--- config.mk ---
export PLATFORM = sky130hd
export DESIGN_NAME = gf_mul02_bram
export DESIGN_NICKNAME = d
export VERILOG_FILES = /design/src/rtl/gf_mul02_bram.sv
export SDC_FILE = /design/constraint.sdc
export NUM_CORES = 1
export LEC_CHECK = 0
export BUFFER_PORTS_ARGS = -buffer_cell sky130_fd_sc_hd__buf_2
export CAP_MARGIN = 15
export CORE_MARGIN = 8
export CORE_UTILIZATION = 41
export CTS_BUF_LIST = sky130_fd_sc_hd__clkbuf_16
export DETAILED_ROUTE_END_ITERATION = 6
export GPL_ROUTABILITY_DRIVEN = 1
export GPL_TIMING_DRIVEN = 0
export PLACE_DENSITY_LB_ADDON = 0.08
export SYNTH_ARGS = -nofsm -noshare
export SYNTH_HDL_FRONTEND = slang
export SYNTH_SLANG_ARGS = --single-unit
--- constraint.sdc ---
create_clock -name clk -period 0.85 [get_ports clk]
set_input_delay 0.0425 -clock clk [delete_from_list [all_inputs] [get_ports clk]]
set_output_delay 0.0425 -clock clk [all_outputs]
set_load 0.05 [all_outputs]
--- src/rtl/gf_mul02_bram.sv ---
// gf_mul02_bram: dual-read-port AES xtime (multiply-by-02 in GF(2^8)) ROM.
// Both ports share one clock and have a registered output, like a block-RAM
// ROM. Synchronous active-low reset clears every output register.
// Optional feature macro: GF_MUL02_OUT_REG_EN adds a second output register
// per port, giving 2-cycle read latency.
module gf_mul02_bram #(
    parameter logic [7:0]  POLY   = 8'h1B,
    parameter int unsigned ADDR_W = 8,
    parameter int unsigned DATA_W = 8
) (
    input  logic              clk,
    input  logic              rst_n,
    input  logic              ena,
    input  logic [ADDR_W-1:0] addra,
    output logic [DATA_W-1:0] douta,
    input  logic              enb,
    input  logic [ADDR_W-1:0] addrb,
    output logic [DATA_W-1:0] doutb
);

    // Table contents: left shift, then fold the x^8 term back in with POLY.
    function automatic logic [DATA_W-1:0] xtime(input logic [ADDR_W-1:0] a);
        logic [DATA_W-1:0] shifted;
        shifted = {a[DATA_W-2:0], 1'b0};
        return a[ADDR_W-1] ? (shifted ^ POLY) : shifted;
    endfunction

    logic [DATA_W-1:0] rom_a;
    logic [DATA_W-1:0] rom_b;

    // Constant-table lookup for both ports.
    always_comb begin
        rom_a = xtime(addra);
        rom_b = xtime(addrb);
    end

    logic [DATA_W-1:0] douta_q, douta_d;
    logic [DATA_W-1:0] doutb_q, doutb_d;

    // Stage-1 next state: load on enable, otherwise hold.
    always_comb begin
        douta_d = douta_q;
        doutb_d = doutb_q;
        if (ena) douta_d = rom_a;
        if (enb) doutb_d = rom_b;
    end

    // Stage-1 output registers with synchronous reset priority.
    always_ff @(posedge clk) begin
        if (!rst_n) begin
            douta_q <= '0;
            doutb_q <= '0;
        end else begin
            douta_q <= douta_d;
            doutb_q <= doutb_d;
        end
    end

`ifdef GF_MUL02_OUT_REG_EN
    logic              ena_q, enb_q;
    logic [DATA_W-1:0] douta2_q, douta2_d;
    logic [DATA_W-1:0] doutb2_q, doutb2_d;

    // Stage-2 next state: copy stage 1 only on the cycle after an enabled read.
    always_comb begin
        douta2_d = douta2_q;
        doutb2_d = doutb2_q;
        if (ena_q) douta2_d = douta_q;
        if (enb_q) doutb2_d = doutb_q;
    end

    // Stage-2 registers plus the delayed enables that advance them.
    always_ff @(posedge clk) begin
        if (!rst_n) begin
            ena_q    <= 1'b0;
            enb_q    <= 1'b0;
            douta2_q <= '0;
            doutb2_q <= '0;
        end else begin
            ena_q    <= ena;
            enb_q    <= enb;
            douta2_q <= douta2_d;
            doutb2_q <= doutb2_d;
        end
    end

    assign douta = douta2_q;
    assign doutb = doutb2_q;
`else
    assign douta = douta_q;
    assign doutb = doutb_q;
`endif

endmodule

# Word-level counts from Yosys, hierarchy flattened

Index checks and enable logic that the tools add are counted.
Widths: inputs -> output; s select.

Bitwise operators: 2
Mux-type cells: 2

Operators by type and width:

| cell      | number |
|---|---|
| $mux 5    | 2 |
| $not 4->4 | 2 |

Bits of input ports: 20
Bits in registers: 16
Output and inout bits: 16
Word-level logic and storage cells: 6

# Depth between registers and ports, before layout

Depth after elaboration: 2
Depth in mapped cells: 3
Gate-level depth less buffers: 2

# Worst setup path after synthesis

OpenSTA, ideal clock, no wires.

Kind: reg2reg
From: reg, netlist name douta[1]
To: reg douta_q[1] (netlist: douta[1])
Buffers on the path: 0
Data arrival time: 0.839 ns
Cell stages (with the launch flop): 3
Library setup time: 0.070 ns
Data required time: 0.780 ns
Period minus slack after synthesis: 0.909 ns
Path slack: -0.059 ns
Cells stage by stage: dfxtp_1 o21ai_0 a21oi_1

RTL lines:

| item                   | RTL line | RTL |
|---|---|---|
| end signal: assignment | 54       | `douta_q <= douta_d;` |
| end: declaration       | 37       | `logic [DATA_W-1:0] douta_q, douta_d;` |

# Final worst setup path

From: reg doutb_q[0] (netlist: doutb[0])
To: out doutb[0]

RTL lines:

| item                     | RTL line | RTL |
|---|---|---|
| start: declaration       | 38       | `logic [DATA_W-1:0] doutb_q, doutb_d;` |
| start signal: assignment | 55       | `doutb_q <= doutb_d;` |
| end: declaration         | 18       | `output logic [DATA_W-1:0] doutb` |

No word-level cell between the ends.

==> metrics.yaml <==
outcome:
  status: "finished clean"
yosys:
  synth_cells: 57
  synth_top_area_cell: "dfxtp_1"
  postSynthAreaPerCell_um2: 11.0
  synth-seq-area-share_pct: 51.2
  synth_nets: 77
  synth_area_leaders: "dfxtp_1 51%, mux2i_1 16%, nor2b_1 10%"
  synth_cell_types: 8
  ys_ff_latch: 16
  synth_area_um2: 626
  synth.top_cell.area_share_pct: 51.2
  synth_warnings: 0
route:
  detail-route-antenna-nets: 0
  dr.pass1.iters: 4
  wl_per_cell_um: 12.5
  drt_wl_total_um: 1390
  drt_iter0_markers: 2
  vias: 523
  post_drt_via_cell_ratio: 4.71
  drc: 0
timing:
  worst_slew_pin_slew_ns: 0.173
  fin_crit_sh_pct: 93.8
  rsz0062_at_grt: "no"
  maxSlewViolCount: 0
  fin_crit_ns: 0.797
  fin_skew_ns: 0
  max_freq_mhz: 1250
  finalSetupViolCount: 0
  hold_violations: 0
  relSlewSlack_pct: 88.4
  setup_tns_ns: 0
  timing.hold.ws_ns: 0.0582
cells_and_area:
  nFillCells: 131
  drive_gt1_share_pct: 60.0
  antennaDiodeCount: 0
  fin_util_pct: 65.0
  final_nets: 117
  final_area_um2: 956
  areaGrowthSynthToFinish_pct: 52.8
power_and_ir_drop:
  intPower_mw: 1.60
  ir_drop_uv: 1920
  power_density_nw_per_um2: 2250
  p_sw_share_pct: 25.9
  switching_power_uw: 558
  leakage_nw: 0.455
  pwr-share-seq_pct: 38.8
  combinationalPowerShare_pct: 20.5
  p_clk_share_pct: 40.6
global_routing:
  use_met1_pct: 10.9
  grtUsageTotal_pct: 10.5
  grt_overflow: 0
  grt_start_max_net_pins: 11
  grt_pass1_vias: 533
  antenna_found_initial: 0
  met3_usage_pct: 4.81
  grt-busiest-layer: "met2"
  grt_pass1_wl_um: 2270
  grtUsageMet2_pct: 17.0
clock_tree:
  clkSlewWorstSetupHoldPaths_ns: 0.05
  post_cts_buffers: 0
  htree_levels: 1
  numCtsBuffers: 3
  cts_tree: "yes"
  cts_buffer_depth: 2
  worstSkewPairLatency_ns: 0.24
  root_buffer: "clkbuf_16"
  clock_sinks: 16
  cts.hold.buffers_added: 0
critical_path:
  cp_num_buf_inv: 1
  cpPeakStageDelay_ns: 0.32
  critPathKind: "reg -> out"
  slowest_stage: "dfxtp_2"
  critPathLaunchType: "flip-flop"
  critPathTopFamily: "flip-flops"
  cp_max_fo: 2
  endpoint_kind: "output port"
  crit_chain: "buf_4"
  cp.arrival_ns: 0.75
  required_ns: 0.81
hold_path:
  worstHoldPathType: "in -> reg"
placed_design:
  dpl-instance-area_um2: 841
  gp_congestion: 0.692
  port_buffers: 35
  hpwl_um: 1100
die:
  chipHeight_um: 55.1
  ioPinCount: 36
  die_w_um: 55.1
  row_count: 14
  initial_core_util_pct: 42.5
  dieArea_um2: 3030
  coreArea_um2: 1470
flow_run:
  max-cap-violations: 0
## kinds of logic (layout without fill, tap and decap cells)
group / count (synthesis) / after routing / share of synthesized area, %
AOI/OAI and AO/OA: 12 / 12 / 9.60
buffers and inverters: 3 / 41 / 4.80
muxes: 10 / 10 / 16.0
xor gates and xnor gates: 6 / 6 / 8.40
DFF: 16 / 16 / 51.2
and+or+nand+nor: 10 / 10 / 10.0
## per-layer routing
metal | up-vias | share of wire, % | wire length, um
met2 | 19 | 44 | 613
li1 | 269 | - | -
met5 | - | 0 | 0
met1 | 233 | 43 | 601
met4 | 0 | 0.65 | 9
met3 | 2 | 12 | 163
## placed cells by master, fill, tap and decap left out
| cell | n |
|---|---|
| xnor2_1 | 6 |
| dfxtp_2 | 16 |
| buf_2 | 19 |
| nor2b_1 | 10 |
| mux2i_1 | 10 |
| a21oi_1 | 6 |
| o21ai_0 | 6 |
| buf_4 | 17 |
| clkbuf_16 | 3 |
| buf_6 | 2 |
## cells in the mapped netlist
cell type / count
a21oi_1: 6
xnor2_1: 6
buf_4: 1
dfxtp_1: 16
o21ai_0: 6
buf_6: 2
mux2i_1: 10
nor2b_1: 10
## power by group through the flow
| stage | combinational, mW | sequential, mW | clock [mW] |
|---|---|---|---|
| finish | 0.442 | 0.836 | 0.876 |
| detailed placement | 0.418 | 0.848 | 0 |
| floorplan | 0.115 | 1.03 | 0 |
| CTS | 0.448 | 0.837 | 0.904 |
| global route | 0.472 | 0.842 | 0.946 |
| global placement | 0.414 | 0.847 | 0 |
## metrics by stage
| step | power (mW) | std cells | setup WS (ns) |
|---|---|---|---|
| after floorplan | 1.14 | 57 | 0.106 |
| after global placement | 1.26 | 108 | 0.193 |
| after detailed placement | 1.27 | 108 | 0.168 |
| after CTS | 2.19 | 111 | 0.0477 |
| after global routing | 2.26 | 111 | 0.0249 |
| final | 2.15 | 111 | 0.0529 |
## sequential cells by signal (all words and copies together) (netlist names)
signal  flops
douta       8
doutb       8
## timing repair
action / CTS / global route
setup endpoints to repair: 16 / 0
hold endpoints to repair: 0 / 0
gates resized for setup: 16 / 0
## path summary, 6_finish.rpt
path	cells after the start	from	slack (ns)	end
max reg2reg	2	douta[3]	0.20	douta[3]
max	1	doutb[0]	0.05	doutb[0]
min reg2reg	2	doutb[2]	0.50	doutb[2]
min	3	addra[1]	0.06	douta[2]
## layout make-up
cell class	count	area [um2]	share of cell area, %
Clock buffer	3	75.1	7.85
Sequential cell	16	340	35.6
Buffer	3	30.0	3.14
Tap cell	16	20.0	2.09
Multi-Input combinational cell	38	275	28.8
Timing Repair Buffer	35	215	22.5
Note: power is estimated with default switching activity, not from simulation.
